--- src/rtl/axil_apb_pkg.sv ---
// Shared types and response codes for the AXI4-Lite to APB bridge.
package axil_apb_pkg;
  typedef enum logic [2:0] {IDLE, SETUP, ACCESS, WRESP, RRESP} state_t;
  localparam logic [1:0] RESP_OKAY   = 2'b00;
  localparam logic [1:0] RESP_SLVERR = 2'b10;
endpackage

--- src/rtl/axil_req_hold.sv ---
// One-deep valid/ready holding register; ready is registered so it reads 0 while in reset.
module axil_req_hold
  import axil_apb_pkg::*;
#(
  parameter int WIDTH = 32
) (
  input  logic             i_clk,
  input  logic             i_reset_n,
  input  logic             i_valid,
  output logic             o_ready,
  input  logic [WIDTH-1:0] i_data,
  input  logic             i_clear,
  output logic             o_full,
  output logic [WIDTH-1:0] o_data
);
  logic             r_full;
  logic             r_ready;
  logic [WIDTH-1:0] r_data;
  logic             w_take;
  logic             w_full_nxt;

  assign w_take = i_valid && r_ready;

  always_comb begin
    w_full_nxt = r_full;
    if (w_take)
      w_full_nxt = 1'b1;
    else if (i_clear)
      w_full_nxt = 1'b0;
  end

  always_ff @(posedge i_clk or negedge i_reset_n) begin
    if (!i_reset_n) begin
      r_full  <= 1'b0;
      r_ready <= 1'b0;
    end else begin
      r_full  <= w_full_nxt;
      r_ready <= !w_full_nxt;
    end
  end

  // Payload needs no reset: it is only observed while r_full is set.
  always_ff @(posedge i_clk) begin
    if (w_take)
      r_data <= i_data;
  end

  assign o_ready = r_ready;
  assign o_full  = r_full;
  assign o_data  = r_data;
endmodule

--- src/rtl/axil_apb_bridge.sv ---
// AXI4-Lite slave to APB3 master bridge; one APB transfer in flight, read/write ties alternate.
module axil_apb_bridge
  import axil_apb_pkg::*;
#(
  parameter int ADDR_WIDTH     = 32,
  parameter int DATA_WIDTH     = 32,
  parameter int TIMEOUT_CYCLES = 16
) (
  input  logic                  i_clk,
  input  logic                  i_reset_n,
  input  logic [ADDR_WIDTH-1:0] i_s_axi_awaddr,
  input  logic                  i_s_axi_awvalid,
  output logic                  o_s_axi_awready,
  input  logic [DATA_WIDTH-1:0] i_s_axi_wdata,
  input  logic                  i_s_axi_wvalid,
  output logic                  o_s_axi_wready,
  output logic [1:0]            o_s_axi_bresp,
  output logic                  o_s_axi_bvalid,
  input  logic                  i_s_axi_bready,
  input  logic [ADDR_WIDTH-1:0] i_s_axi_araddr,
  input  logic                  i_s_axi_arvalid,
  output logic                  o_s_axi_arready,
  output logic [DATA_WIDTH-1:0] o_s_axi_rdata,
  output logic [1:0]            o_s_axi_rresp,
  output logic                  o_s_axi_rvalid,
  input  logic                  i_s_axi_rready,
  output logic                  o_psel,
  output logic                  o_penable,
  output logic                  o_pwrite,
  output logic [ADDR_WIDTH-1:0] o_paddr,
  output logic [DATA_WIDTH-1:0] o_pwdata,
  input  logic                  i_pready,
  input  logic [DATA_WIDTH-1:0] i_prdata,
  input  logic                  i_pslverr
);
  localparam int            TW    = (TIMEOUT_CYCLES > 1) ? $clog2(TIMEOUT_CYCLES) : 1;
  localparam logic [TW-1:0] TLAST = TW'((TIMEOUT_CYCLES > 0) ? TIMEOUT_CYCLES - 1 : 0);

  state_t                r_state;
  logic                  r_rd_first;
  logic                  r_psel, r_penable, r_pwrite;
  logic [ADDR_WIDTH-1:0] r_paddr;
  logic [DATA_WIDTH-1:0] r_pwdata;
  logic                  r_bvalid, r_rvalid;
  logic [1:0]            r_bresp, r_rresp;
  logic [DATA_WIDTH-1:0] r_rdata;
  logic [TW-1:0]         r_tcnt;

  logic                  w_aw_full, w_w_full, w_ar_full;
  logic [ADDR_WIDTH-1:0] w_awaddr, w_araddr;
  logic [DATA_WIDTH-1:0] w_wdata;
  logic                  w_wr_pend, w_rd_pend;
  logic                  w_timeout, w_done, w_clr_wr, w_clr_rd;
  logic [1:0]            w_resp;

  axil_req_hold #(.WIDTH(ADDR_WIDTH)) u_aw (
    .i_clk(i_clk), .i_reset_n(i_reset_n), .i_valid(i_s_axi_awvalid), .o_ready(o_s_axi_awready),
    .i_data(i_s_axi_awaddr), .i_clear(w_clr_wr), .o_full(w_aw_full), .o_data(w_awaddr));
  axil_req_hold #(.WIDTH(DATA_WIDTH)) u_w (
    .i_clk(i_clk), .i_reset_n(i_reset_n), .i_valid(i_s_axi_wvalid), .o_ready(o_s_axi_wready),
    .i_data(i_s_axi_wdata), .i_clear(w_clr_wr), .o_full(w_w_full), .o_data(w_wdata));
  axil_req_hold #(.WIDTH(ADDR_WIDTH)) u_ar (
    .i_clk(i_clk), .i_reset_n(i_reset_n), .i_valid(i_s_axi_arvalid), .o_ready(o_s_axi_arready),
    .i_data(i_s_axi_araddr), .i_clear(w_clr_rd), .o_full(w_ar_full), .o_data(w_araddr));

  assign w_wr_pend = w_aw_full && w_w_full;
  assign w_rd_pend = w_ar_full;
  assign w_timeout = (TIMEOUT_CYCLES > 0) && !i_pready && (r_tcnt == TLAST);
  assign w_done    = (r_state == ACCESS) && (i_pready || w_timeout);
  assign w_clr_wr  = w_done && r_pwrite;
  assign w_clr_rd  = w_done && !r_pwrite;
  assign w_resp    = (w_timeout || i_pslverr) ? RESP_SLVERR : RESP_OKAY;

  always_ff @(posedge i_clk or negedge i_reset_n) begin
    if (!i_reset_n) begin
      r_state    <= IDLE;
      r_rd_first <= 1'b1;
      r_psel     <= 1'b0;
      r_penable  <= 1'b0;
      r_pwrite   <= 1'b0;
      r_paddr    <= '0;
      r_pwdata   <= '0;
      r_bvalid   <= 1'b0;
      r_bresp    <= RESP_OKAY;
      r_rvalid   <= 1'b0;
      r_rresp    <= RESP_OKAY;
      r_rdata    <= '0;
      r_tcnt     <= '0;
    end else begin
      case (r_state)
        IDLE: begin
          // The op started here loses the next read/write tie.
          if (w_rd_pend && (r_rd_first || !w_wr_pend)) begin
            r_state    <= SETUP;
            r_psel     <= 1'b1;
            r_pwrite   <= 1'b0;
            r_paddr    <= w_araddr;
            r_rd_first <= 1'b0;
          end else if (w_wr_pend) begin
            r_state    <= SETUP;
            r_psel     <= 1'b1;
            r_pwrite   <= 1'b1;
            r_paddr    <= w_awaddr;
            r_pwdata   <= w_wdata;
            r_rd_first <= 1'b1;
          end
        end
        SETUP: begin
          r_state   <= ACCESS;
          r_penable <= 1'b1;
          r_tcnt    <= '0;
        end
        ACCESS: begin
          if (w_done) begin
            r_psel    <= 1'b0;
            r_penable <= 1'b0;
            if (r_pwrite) begin
              r_state  <= WRESP;
              r_bvalid <= 1'b1;
              r_bresp  <= w_resp;
            end else begin
              r_state  <= RRESP;
              r_rvalid <= 1'b1;
              r_rresp  <= w_resp;
              r_rdata  <= w_timeout ? '0 : i_prdata;
            end
          end else begin
            r_tcnt <= r_tcnt + 1'b1;
          end
        end
        WRESP: begin
          if (i_s_axi_bready) begin
            r_state  <= IDLE;
            r_bvalid <= 1'b0;
          end
        end
        RRESP: begin
          if (i_s_axi_rready) begin
            r_state  <= IDLE;
            r_rvalid <= 1'b0;
          end
        end
        default: r_state <= IDLE;
      endcase
    end
  end

  assign o_psel         = r_psel;
  assign o_penable      = r_penable;
  assign o_pwrite       = r_pwrite;
  assign o_paddr        = r_paddr;
  assign o_pwdata       = r_pwdata;
  assign o_s_axi_bvalid = r_bvalid;
  assign o_s_axi_bresp  = r_bresp;
  assign o_s_axi_rvalid = r_rvalid;
  assign o_s_axi_rresp  = r_rresp;
  assign o_s_axi_rdata  = r_rdata;
endmodule

--- config.mk ---
export PLATFORM = sky130hd
export DESIGN_NAME = axil_apb_bridge
export DESIGN_NICKNAME = d
export VERILOG_FILES = /design/src/rtl/axil_apb_pkg.sv /design/src/rtl/axil_req_hold.sv /design/src/rtl/axil_apb_bridge.sv
export SDC_FILE = /design/constraint.sdc
export NUM_CORES = 1
export LEC_CHECK = 0
export ABC_AREA = 1
export CAP_MARGIN = 20
export CORE_MARGIN = 4
export CORE_UTILIZATION = 52
export CTS_BUF_LIST = sky130_fd_sc_hd__clkbuf_2 sky130_fd_sc_hd__clkbuf_4 sky130_fd_sc_hd__clkbuf_8
export DETAILED_ROUTE_END_ITERATION = 6
export PLACE_DENSITY = 0.95
export SLEW_MARGIN = 20
export SYNTH_ARGS = -nofsm -noshare
export SYNTH_HDL_FRONTEND = slang
export SYNTH_SLANG_ARGS = --single-unit
--- constraint.sdc ---
create_clock -name i_clk -period 2.9 [get_ports i_clk]
set_clock_uncertainty 0.15 [all_clocks]
set_input_delay 0.58 -clock i_clk [delete_from_list [all_inputs] [get_ports i_clk]]
set_output_delay 0.58 -clock i_clk [all_outputs]
set_load 0.05 [all_outputs]
==> qor_table.md <==
| Parameter | This run | Unit |
|---|---|---|
| Status | complete, no violations | - |
| Clock latency on the worst-skew pair | 510 | ps |
| Top-area cell type share of the netlist area | 35.3 | % |
| Mapped Avg Cell Area | 11.2 | um2 |
| Setup Crit Path Kind | flip-flop to output pin | - |
| Series of cell instances along the critical path | clkdlybuf4s50_1 | - |
| Clock tree from TritonCTS | done | - |
| Highest attainable clock frequency | 392 | MHz |
| Die Wd | 134 | um |
| Clock transition at the registers of the reported paths | 50 | ps |
| Adder-cell share of the synthesized area | 0.152 | % |
| Leakage power | 5.11 | nW |
| Global-route wire length before repair | 32400 | um |
| Overall Global Routing Usage | 23.2 | % |
| Count of state elements after synthesis | 213 | - |
| Class of the most critical hold timing path | flip-flop to flip-flop | - |
| Antenna violations before repair | 0 | - |
| Most frequent cells in the layout | 244 x sky130_fd_sc_hd__nand2_1, 241 x sky130_fd_sc_hd__clkdlybuf4s50_1, 116 x sky130_fd_sc_hd__dfrtp_1 | - |
| Cell with the largest stage delay on the worst path | sky130_fd_sc_hd__clkdlybuf4s50_1 | - |
| Row count | 45 | - |
| Hold violation count in the final report | 0 | - |
| Max-cap check violation count | 0 | - |
| Area growth from synthesis to layout | 40.2 | % |
| Count of pins on the block boundary | 245 | - |
| Number of global-route vias before repair | 6375 | - |
| Largest net degree at the start of global routing | 51 | - |
| Number of H-tree levels | 2 | - |
| Post-route minimum period | 2550 | ps |
| Area contributors post-synth | sky130_fd_sc_hd__dfrtp_1 35%, sky130_fd_sc_hd__edfxtp_1 35%, sky130_fd_sc_hd__nand2_1 11%, sky130_fd_sc_hd__nand3_1 4.3%, sky130_fd_sc_hd__o21ai_2 3.0% | - |
| Area enclosed by the die boundary | 0.0179 | mm2 |
| Count of vias placed by the detailed router | 6115 | - |
| Period utilisation layout | 87.9 | % |
| Setup repair after global routing missed its margin | no | - |
| Gate family responsible for the most delay along the worst path | buffers and inverters | - |
| Remaining antenna violation count after routing | 0 | - |
| Post-synthesis cell area | 0.00821 | mm2 |
| Worst Tran Pin Value | 659 | ps |
| Cell taking the most area after synthesis | sky130_fd_sc_hd__dfrtp_1 | - |
| Endpoints failing setup | 0 | - |
| Post-CTS resize count | 0 | - |
| Sort of element at the end of the critical path | output pin | - |
| Total power density per cell area | 1250 | mW/mm2 |
| Mux contribution to synthesized area | 0 | % |
| Last weighted congestion value of the routability-driven placer | 0.822 | - |
| Clock tree root buffer cell | sky130_fd_sc_hd__clkbuf_8 | - |
| Buffer count from post-CTS setup fixing | 0 | - |
| Xor and xnor area share after synthesis | 0 | % |
| Total Nets Final | 1133 | - |
| Worst Hold Slack | 319 | ps |
| Overflow after GRT | 0 | - |
| Number of buffers inserted by port buffering | 242 | - |
| Half-perimeter wire length of the detailed placement result | 14600 | um |
| Netlist cell types | 28 | - |
| Basic-gate share of the synthesized area counting and, or, nand and nor cells | 19.0 | % |
| Antenna fix cells | 0 | - |
| Maximum resistive drop on vdd | 0.000612 | V |
| Core area | 0.0153 | mm2 |
| Delay of the slowest cell on the worst path | 870 | ps |
| Average wire per standard cell | 16.9 | um |
| Via-per-instance ratio | 4.96 | - |
| Worst rel slew slack | 56.0 | % |
| First-pass iteration count of the detailed router | 5 | - |
| Post-Place Worst Slack | 735 | ps |
| Final count of pins violating max slew | 0 | - |
| Effective utilization at floorplan | 53.6 | % |
| Number of buffers added by the clock tree synthesis step | 35 | - |
| Final non-filler cell area | 0.0115 | mm2 |
| # clock sinks | 213 | - |
| Buffers and inverters on the worst path | 1 | - |
| Required time of the critical path | 2170 | ps |
| Number of instances in the synthesized netlist | 734 | - |
| Share of synthesized area occupied by flip-flops and latches | 70.8 | % |
| Fin Setup TNS | 0 | ps |
| Post-synthesis compound-gate area fraction | 4.48 | % |
| Initial DRC count | 460 | - |
| Worst-case setup margin in the final layout | 351 | ps |
| Placement Cell Area | 0.0108 | mm2 |
| Most common library cell in the layout ignoring fill and taps | sky130_fd_sc_hd__nand2_1 | - |
| Post-detailed-routing wire length | 20800 | um |
| Yosys warning count | 0 | - |
| Startpoint type of the worst setup path | flip-flop | - |
| Layout cell share with drive strength beyond 1 | 12.3 | % |
| Arrival time of data at the critical path endpoint | 1820 | ps |
| Clock Tree Buf Depth | 3 | - |
| Combinational family with the most area after synthesis | simple AND/OR/NAND/NOR gates | - |
| Maximum net fanout on the critical path | 5 | - |
| Die height | 134 | um |
| Total power draw | 0.0144 | W |
| Residual DRC count | 0 | - |
-- final cells by class --
type	instances	area (um2)
well taps	211	264
clock buffers	56	683
flip-flops and latches	213	5810
clock inverters	7	38.8
repair buffers	258	2550
fillers	1004	3800
inverters	57	214
multi-input cells	430	1950
-- state kept, by name, summed over array words and instances, names as in the netlist, 3 cells and up --
| name | count |
|---|---|
| o_paddr | 32 |
| o_pwdata | 32 |
| o_s_axi_rdata | 32 |
| u_ar.o_data | 32 |
| u_aw.o_data | 32 |
| u_w.o_data | 32 |
| r_tcnt | 4 |
| r_state | 3 |
-- final timing paths --
check | start | endpoint | slack [ps] | depth (start not counted)
hold reg to reg | o_s_axi_rdata[0]$_DFFE_PN0P_ | o_s_axi_rdata[0]$_DFFE_PN0P_ | 320 | 2
setup reg to reg | r_state[2]$_DFFE_PN0P_ | u_ar.o_full$_DFF_PN0_ | 930 | 8
setup / recovery | o_pwrite$_DFFE_PN0P_ | o_pwrite | 350 | 1
hold / removal | o_s_axi_rdata[0]$_DFFE_PN0P_ | o_s_axi_rdata[0]$_DFFE_PN0P_ | 320 | 2
max in group asynchronous | i_reset_n | o_pwdata[22]$_DFFE_PN0P_ | 1500 | 3
min in group asynchronous | i_reset_n | o_s_axi_rdata[12]$_DFFE_PN0P_ | 400 | 2
-- synthesized netlist by cell type --
cell type / count
sky130_fd_sc_hd__a21oi_1: 4
sky130_fd_sc_hd__buf_8: 1
sky130_fd_sc_hd__buf_2: 14
sky130_fd_sc_hd__dfstp_2: 1
sky130_fd_sc_hd__buf_6: 7
sky130_fd_sc_hd__a21oi_4: 1
sky130_fd_sc_hd__o21ai_2: 28
sky130_fd_sc_hd__o22ai_1: 1
sky130_fd_sc_hd__inv_1: 55
sky130_fd_sc_hd__nand2_2: 13
sky130_fd_sc_hd__o21ai_0: 11
sky130_fd_sc_hd__nor2_4: 1
sky130_fd_sc_hd__inv_2: 2
sky130_fd_sc_hd__buf_4: 3
sky130_fd_sc_hd__conb_1: 1
sky130_fd_sc_hd__nand2_1: 244
sky130_fd_sc_hd__edfxtp_1: 96
sky130_fd_sc_hd__nor2_1: 48
sky130_fd_sc_hd__clkbuf_1: 9
sky130_fd_sc_hd__a21oi_2: 1
sky130_fd_sc_hd__nand4_1: 1
sky130_fd_sc_hd__buf_12: 1
sky130_fd_sc_hd__dfrtp_1: 116
sky130_fd_sc_hd__ha_1: 1
sky130_fd_sc_hd__nor3_1: 1
sky130_fd_sc_hd__nor2_2: 1
sky130_fd_sc_hd__o21ai_4: 1
sky130_fd_sc_hd__nand3_1: 71
-- metal layers --
metal	GRT usage [%]	vias to the layer above	part of all wire [%]
li1	-	2882	-
met1	26.1	2915	37
met2	40.9	260	52
met3	5.51	58	6.5
met4	12.1	0	4.5
met5	0	-	0
-- stage by stage --
step                      std cells  util, %
after floorplan                 735        -
after global routing           1232     75.2
after global placement         1168     70.4
final                          1232     75.2
after detailed placement       1168     70.4
after CTS                      1232     75.2
-- cell families (layout without fill, tap and decap cells) --
kind of cell / count (synthesis) / in the layout
simple gates: 380 / 380
flops: 213 / 213
buf+inv: 92 / 378
compound gates: 47 / 47
fa+ha+maj: 1 / 1
other cells: 1 / 2
-- power breakdown --
part	switching [W]	leakage, nW	internal (W)	total (W)
Combinational	0.00486	2.40	0.00214	0.00700
Clock	0.00113	0.386	0.00150	0.00263
Sequential	0.000557	2.33	0.00420	0.00475
-- repair_timing --
| action | CTS | global route |
|---|---|---|
| endpoints found under the hold margin | 29 | 0 |
| hold buffers | 1 | 0 |
| endpoints found under the setup margin | 0 | 0 |
(Power assumes the default switching activity.)
